File: src/rtl/scan_chain_ctrl_pkg.sv
// Shared types and default sizing for the scan-load/unload controller.
package scan_ctrl_pkg;

   typedef enum logic [1:0] {IDLE, SHIFT, DONE} scan_state_e;

   localparam int unsigned                   SCAN_CHAIN_LEN = 8;
   localparam logic [SCAN_CHAIN_LEN-1:0]     SCAN_RST_VAL   = 8'h3F;

endpackage

File: src/rtl/scan_ff_chain.sv
// Bank of resettable, enable-gated flops with a serial scan path (q[0] is the scan input end).
module scan_ff_chain
   import scan_ctrl_pkg::*;
#(
   parameter int unsigned          CHAIN_LEN = SCAN_CHAIN_LEN,
   parameter logic [CHAIN_LEN-1:0] RST_VAL   = CHAIN_LEN'(SCAN_RST_VAL)
) (
   input  logic                 clk,
   input  logic                 rstn,
   input  logic                 scan_enable,
   input  logic                 scan_in,
   input  logic [CHAIN_LEN-1:0] func_din,
   input  logic                 func_en,
   input  logic                 sync_clr,
   output logic [CHAIN_LEN-1:0] q,
   output logic                 scan_out
);

   logic [CHAIN_LEN-1:0] q_q, q_d;

   // Scan shifting overrides both functional controls.
   always_comb begin
      q_d = q_q;
      if (scan_enable) begin
         q_d = {q_q[CHAIN_LEN-2:0], scan_in};
      end else if (sync_clr) begin
         q_d = '0;
      end else if (func_en) begin
         q_d = func_din;
      end
   end

   always_ff @(posedge clk or negedge rstn) begin
      if (!rstn) begin
         q_q <= RST_VAL;
      end else begin
         q_q <= q_d;
      end
   end

   assign q        = q_q;
   assign scan_out = q_q[CHAIN_LEN-1];

endmodule

File: src/rtl/scan_chain_ctrl.sv
// Scan pass controller: shifts a parallel word into the chain MSB-first while capturing the old contents.
module scan_chain_ctrl
   import scan_ctrl_pkg::*;
#(
   parameter int unsigned          CHAIN_LEN = SCAN_CHAIN_LEN,
   parameter logic [CHAIN_LEN-1:0] RST_VAL   = CHAIN_LEN'(SCAN_RST_VAL)
) (
   input  logic                 clk,
   input  logic                 rstn,
   input  logic                 start,
   input  logic [CHAIN_LEN-1:0] load_data,
   input  logic [CHAIN_LEN-1:0] func_din,
   input  logic                 func_en,
   input  logic                 sync_clr,
   output logic                 busy,
   output logic                 done,
   output logic [CHAIN_LEN-1:0] unload_data,
   output logic                 scan_enable,
   output logic [CHAIN_LEN-1:0] q
);

   localparam int unsigned    CW       = $clog2(CHAIN_LEN);
   localparam logic [CW-1:0]  CNT_LAST = CW'(CHAIN_LEN - 1);

   scan_state_e          state_q, state_d;
   logic [CHAIN_LEN-1:0] shreg_q, shreg_d;
   logic [CHAIN_LEN-1:0] cap_q, cap_d;
   logic [CHAIN_LEN-1:0] unload_q, unload_d;
   logic [CW-1:0]        cnt_q, cnt_d;
   logic                 se_q, se_d;
   logic                 scan_out;

   always_comb begin
      state_d  = state_q;
      shreg_d  = shreg_q;
      cap_d    = cap_q;
      unload_d = unload_q;
      cnt_d    = cnt_q;
      unique case (state_q)
         IDLE: begin
            if (start) begin
               state_d = SHIFT;
               shreg_d = load_data;
               cnt_d   = '0;
            end
         end
         SHIFT: begin
            shreg_d = shreg_q << 1;
            cap_d   = {cap_q[CHAIN_LEN-2:0], scan_out};
            // The last captured bit enters on the final shift edge, so unload takes the shifted value.
            if (cnt_q == CNT_LAST) begin
               state_d  = DONE;
               unload_d = {cap_q[CHAIN_LEN-2:0], scan_out};
            end else begin
               cnt_d = cnt_q + 1'b1;
            end
         end
         DONE: begin
            state_d = IDLE;
         end
         default: begin
            state_d = IDLE;
         end
      endcase
      se_d = (state_d == SHIFT);
   end

   always_ff @(posedge clk or negedge rstn) begin
      if (!rstn) begin
         state_q  <= IDLE;
         shreg_q  <= '0;
         cap_q    <= '0;
         unload_q <= '0;
         cnt_q    <= '0;
         se_q     <= 1'b0;
      end else begin
         state_q  <= state_d;
         shreg_q  <= shreg_d;
         cap_q    <= cap_d;
         unload_q <= unload_d;
         cnt_q    <= cnt_d;
         se_q     <= se_d;
      end
   end

   scan_ff_chain #(
      .CHAIN_LEN (CHAIN_LEN),
      .RST_VAL   (RST_VAL)
   ) u_chain (
      .clk         (clk),
      .rstn        (rstn),
      .scan_enable (se_q),
      .scan_in     (shreg_q[CHAIN_LEN-1]),
      .func_din    (func_din),
      .func_en     (func_en),
      .sync_clr    (sync_clr),
      .q           (q),
      .scan_out    (scan_out)
   );

   assign busy        = (state_q == SHIFT);
   assign done        = (state_q == DONE);
   assign scan_enable = se_q;
   assign unload_data = unload_q;

endmodule

File: config.mk
export PLATFORM = sky130hd
export DESIGN_NAME = scan_chain_ctrl
export DESIGN_NICKNAME = d
export VERILOG_FILES = /design/src/rtl/scan_chain_ctrl_pkg.sv /design/src/rtl/scan_ff_chain.sv /design/src/rtl/scan_chain_ctrl.sv
export SDC_FILE = /design/constraint.sdc
export NUM_CORES = 1
export LEC_CHECK = 0
export ABC_AREA = 1
export CAP_MARGIN = 25
export CORE_MARGIN = 2
export CORE_UTILIZATION = 53
export CTS_CLUSTER_SIZE = 24
export DETAILED_ROUTE_END_ITERATION = 10
export GPL_TIMING_DRIVEN = 0
export PLACE_DENSITY = 0.83
export SLEW_MARGIN = 20
export SYNTH_ARGS = -nofsm -noshare
export SYNTH_HDL_FRONTEND = slang
export SYNTH_SLANG_ARGS = --single-unit
File: constraint.sdc
create_clock -name clk -period 3.26 [get_ports clk]
set_clock_uncertainty 0.15 [all_clocks]
set_input_delay 0.326 -clock clk [delete_from_list [all_inputs] [get_ports clk]]
set_output_delay 0.326 -clock clk [all_outputs]
set_load 0.005 [all_outputs]
==> impl_metrics.yaml <==
run_status:
  status: "complete, no violations"
placement:
  hpwlAfterDp_um: 2490
  place.port_buffers: 38
  gp_congestion: 0.767
  placed_cells: 307
  pre_cts_slack_ns: 1.40
drt:
  drc: 0
  vias: 1474
  first_pass_iters: 4
  drt_iter0_drc: 58
  routed_wl_um: 3390
  vias_per_cell: 4.66
  wl_per_cell_um: 10.7
  drt.antenna.violating_nets: 0
sta:
  worst_slew_pin_slew_ns: 0.406
  fin_ws_ns: 1.14
  setup_tns_ns: 0
  relSlewSlack: 0.729
  max_freq_ghz: 0.472
  setup_violations: 0
  min_period_ns: 2.12
  finalHoldViolCount: 0
  rsz0062_at_grt: "no"
  slew_viol_final: 0
  finalCritPeriodShare: 0.650
cts:
  cts_buffer_depth: 2
  h-tree-depth: 2
  cts_buffers: 5
  root_buffer: "clkbuf_4"
  cts_num_sinks: 37
  cts_tree: "built"
  post_cts_buffers: 0
  clkTransAtPathRegs_ns: 0.11
  clkLatencyLatePin_ns: 0.32
setup_path:
  crit_family: "buffers and inverters"
  r2r_cells: 6
  max_stage_delay_ns: 0.50
  critPathArrivalTime_ns: 1.64
  critPathSlowestCell: "clkdlybuf4s50_1"
  end_kind: "primary output"
  crit_buf_inv: 3
  cp_cell_sequence: "inv_1, buf_2, nor2_1, clkdlybuf4s50_1"
  path_max_fanout: 10
  cp_num_cells: 4
  cp-start-kind: "flop"
  worstSetupPathType: "flop to primary output"
  worstPathRequired_ns: 2.78
finish:
  final_layout_size_suffix_gt1_frac: 0.126
  num-fill-cells: 270
  nNetsFinal: 292
  final_cells: 316
  utilization: 0.706
  insertedDiodeCount: 0
  area_growth_pct: 29.6
power_and_ir_drop:
  power_density_mw_per_mm2: 814
  p_leak_uw: 0.00122
  vdd_ir_drop_max_v: 0.000554
job:
  cap_violations: 0
die:
  fp.dieW_um: 62.1
  core_area_sq_mm: 0.00328
  ios: 40
  die_h_um: 62.1
  die_area_sq_mm: 0.00386
  row_count: 21
  initial_core_util: 0.545
grt:
  top_usage_layer: "met2"
  grt_pass1_vias: 1340
  gr-usage-met1: 0.273
  met2_usage: 0.300
  track_usage: 0.195
  grt_antenna_before_repair: 0
  gr-total-overflow: 0
  grt_max_degree: 23
  grt_util_met3: 0.0525
  grt_pass1_wl_um: 6020
logic_synthesis:
  ys_top_cells_by_area: "dfrtp_1, nand2_1, dfstp_2"
  syn-cell-area_sq_mm: 0.00179
  yosys.area.top_type: "dfrtp_1"
  synth_seq_cells: 37
  yosys_warnings: 0
  synth.top_cell.area_share: 0.434
  synth.distinct_cells: 18
  syn_inst: 222
  synth_area_per_cell_sq_um: 8.06
  synth-seq-area-share: 0.522
  synthesis.nets: 245
worst_hold_path:
  min_path_type: "input port to asynchronous set/reset pin"
[cells in the mapped netlist]
master / instances
clkbuf_1: 1
nand4_1: 3
inv_1: 29
nand3b_1: 7
inv_2: 1
nand2_1: 102
buf_6: 1
buf_2: 4
ha_1: 2
nor2_1: 2
nor2_4: 2
dfrtp_1: 31
nand2_4: 1
o21ai_2: 8
o21ai_0: 7
buf_4: 3
dfstp_2: 6
nand3_1: 12
[placed cells by master, fill, tap and decap left out]
cell type,netlist,final
buf_16,0,1
buf_2,4,5
buf_4,3,3
buf_6,1,1
clkbuf_1,1,3
clkbuf_4,0,5
clkbuf_8,0,1
clkdlybuf4s50_1,0,37
dfrtp_1,31,31
dfstp_2,6,6
dlygate4sd3_1,0,1
ha_1,2,2
inv_1,29,29
inv_2,1,1
nand2_1,102,102
nand2_4,1,1
nand3_1,12,12
nand3b_1,7,7
nand4_1,3,3
nor2_1,2,2
nor2_4,2,2
o21ai_0,7,7
o21ai_2,8,8
[flip-flops by register name, summed over array words and instances (netlist names)]
signal / cells
unload_data: 8
shreg_q: 8
state_q: 2
scan_enable: 1
cap_q: 7
u_chain.q: 8
cnt_q: 3
[stage by stage]
step	area [sq um]	total power [uW]	hold WS (ns)
6_report	2320	1890	0.290
5_1_grt	2320	2060	0.311
4_1_cts	2320	1910	0.299
3_5_place_dp	2250	1660	0.122
3_3_place_gp	2230	1630	0.311
2_1_floorplan	1790	1310	-0.120
[routing by layer]
| layer | wire length (um) | part of all wire | vias up |
|---|---|---|---|
| li1 | - | - | 770 |
| met1 | 1670 | 0.49 | 667 |
| met2 | 1540 | 0.45 | 35 |
| met3 | 161 | 0.047 | 2 |
| met4 | 19 | 0.0056 | 0 |
| met5 | 0 | 0 | - |
[report_power, final]
part | switching, uW | internal (uW)
sequential | 115 | 678
combinational | 439 | 414
clock | 135 | 107
[worst reg2reg max path, stage by stage (launching register included)]
cell	delay, ns
dfrtp_1	0.42
ha_1	0.21
ha_1	0.22
inv_1	0.12
nand2_1	0.14
nand3_1	0.10
nand2_1	0.06
[path summary, 6_finish.rpt]
kind | from | endpoint | slack (ns)
min in group clk | func_en | u_chain.q[1] | 0.33
min | rstn | shreg_q[4] | 0.29
min reg2reg | unload_data[1] | unload_data[1] | 0.34
max | state_q[1] | done | 1.14
max in group asynchronous | rstn | u_chain.q[5] | 2.15
max reg2reg | cnt_q[0] | cnt_q[0] | 1.74
[logic make-up (layout without fill, tap and decap cells)]
| logic type | Yosys count | after routing | synth area share |
|---|---|---|---|
| fa+ha+maj | 2 | 2 | 0.0140 |
| compound gates | 15 | 15 | 0.0587 |
| buf+inv | 39 | 87 | 0.0951 |
| flops | 37 | 37 | 0.522 |
| simple gates | 129 | 129 | 0.310 |
[repair_timing]
| action | CTS | global route |
|---|---|---|
| hold buffers | 1 | 0 |
| hold endpoints to repair | 15 | 0 |
| gates resized for setup | 0 | 0 |
[area by class of cell]
type | count | area, sq um | area share
Multi-Input combinational cell | 146 | 686 | 0.296
Tap cell | 46 | 57.6 | 0.0248
Sequential cell | 37 | 933 | 0.403
Inverter | 30 | 113 | 0.0486
Timing Repair Buffer | 40 | 413 | 0.178
Clock buffer | 8 | 58.8 | 0.0254
Buffer | 9 | 57.6 | 0.0248
No activity file was read; power rests on OpenSTA's default activity.
==> patch (config.mk and constraints unchanged) <==
The package constant `SCAN_CHAIN_LEN` goes from 8 to 16.
--- a/src/rtl/scan_chain_ctrl_pkg.sv
+++ b/src/rtl/scan_chain_ctrl_pkg.sv
@@ -3,7 +3,7 @@
 
    typedef enum logic [1:0] {IDLE, SHIFT, DONE} scan_state_e;
 
-   localparam int unsigned                   SCAN_CHAIN_LEN = 8;
+   localparam int unsigned                   SCAN_CHAIN_LEN = 16;
    localparam logic [SCAN_CHAIN_LEN-1:0]     SCAN_RST_VAL   = 8'h3F;
 
 endpackage
Interface: changed (resized func_din, load_data, q and unload_data); port bits go from 40 to 72. No check against the original RTL was run, so the function may have changed too.
==> patch against the original RTL <==
Fmax down 3.9%; setup slack worse by 86 ps; register-to-register slack worse by 30 ps; cell count grew 80%; power is 110% higher; final area up 88%; global-route usage rose by 4.6 points; synthesized cell count is 82% higher; routed wire length is 120% higher; synthesized area rose by 82%; sequential cell count rose by 33; largest power group unchanged.
==> patch: results (changes against the original RTL) <==
- Status: completed
- Max FO, Critical Path: 10 (unchanged)
- Total chip power: 3.87 mW (+110%)
- Post-DP HPWL: 5080 um (+100%)
- Total GRT Usage: 0.240 (+0.0456)
- Clock Pin Slew Worst Setup and Hold Paths: 70 ps (-40 ps)
- Vias: 2,861 (+94%)
- Total Routed Length: 7290 um (+120%)
- Post-synth cell types: 22 (+4)
- Flop pwr share: 0.380 (-0.040)
- Largest net degree at the start of global routing: 49 (+110%)
- Vias in the first global route: 2,800 (+110%)
- Setup WS pre-CTS: 1410 ps (+6.25 ps)
- Synthesized instance count: 405 (+82%)
- Slew HR: 0.776 (+0.0467)
- Invs w/o clock: 69 (+130%)
- Leakage: 2.28 nW (+88%)
- DRT Pass-1 Iters: 5 (+1)
- CTS Sinks: 70 (+89%)
- Async SR Flop Fraction: 1.00 (unchanged)
- Gate power share: 0.392 (-0.060)
- DR WL met2: 3480 um (+130%)
- Layout Nets: 527 (+80%)
- Clk root buf: clkbuf_8
- Critical Path AT: 1730 ps (+90 ps)
- Area of the multi-input gates: 1130 um^2 (+64%)
- PostCTS Resize Cnt: 0 (unchanged)
- Filler cells: 425 (+57%)
- Synth top cells by count: 146 x nand2_1, 66 x inv_1, 64 x dfrtp_1
- Layout non-clock buf frac: 0.198 (-0.00527)
- Grt met1 use: 0.292 (+0.0194)
- Grt met2 use: 0.415 (+0.115)
- Power Density: 889 nW/um^2 (+9.2%)
- Fin cells: 569 (+80%)
- Ys flop type: dfrtp_1
- First-pass GRT wire length: 12,300 um (+100%)
- Placed insts: 552 (+80%)
- Largest stage delay, worst path: 530 ps (+30 ps)
- Seq. cell area: 1760 um^2 (+88%)
- Die width: 82.4 um (+33%)
- Switch Pwr: 1.36 mW (+97%)
- Synth area leaders: dfrtp_1 49%, nand2_1 17%, inv_1 7.6%, o21ai_0 5.4%, dfstp_2 4.8%
- WL met3: 450 um (+180%)
- Clock network area share: 0.0586 (+0.0332)
- Clk_buf instances: 11 (+3)
- 1st-iter DRT viols: 181 (+210%)
- H-tree lvl count: 3 (+1)
- Routability cong.: 0.804 (+4.8%)
- Seq/Total Area, Yosys: 0.540 (+0.0178)
- Syn nets: 443 (+81%)
- Placement Cell Area: 4090 um^2 (+82%)
- Share of cells above drive strength 1: 0.107 (-0.0186)
- Met3 Use GR: 0.0543 (+0.00181)
- Clk_lat worst skew: 340 ps (+20 ps)
- Sum of routed wire segments on met1: 3230 um (+93%)
- Antenna violations before repair: 0 (unchanged)
- Multi-input gates: 248 (+70%)
- Non-CTS buffers: 91 (+86%)
- Port Buffers: 71 (+87%)
patch: cell types whose count changed after synthesis, sizes merged:
cell    change
nand3b      -7
dfrtp      +33
nand3      +13
o21ai      +51
or2         +1
nor3        +1
buf         +9
nand2      +46
nand4       -2
ha          -1
inv        +39
patch: cells by family (layout without fill, tap and decap cells):
logic type      Yosys count  in the layout  share of synthesized area
fa+ha+maj                 1              1                    0.00384
flops                    70             70                      0.540
buf+inv                  87            176                      0.115
simple gates            181            181                      0.241
compound gates           66             66                      0.101
patch: final timing paths:
check	startpoint	to	slack [ps]	depth (start not counted)
min in group clk	unload_data[9]	unload_data[9]	340	2
worst max-delay path	state_q[0]	busy	1050	4
worst max register to register	cnt_q[0]	unload_data[11]	1710	5
worst min register to register	unload_data[9]	unload_data[9]	340	2
max in group asynchronous	rstn	u_chain.q[2]	2100	3
worst min-delay path	rstn	shreg_q[7]	270	2
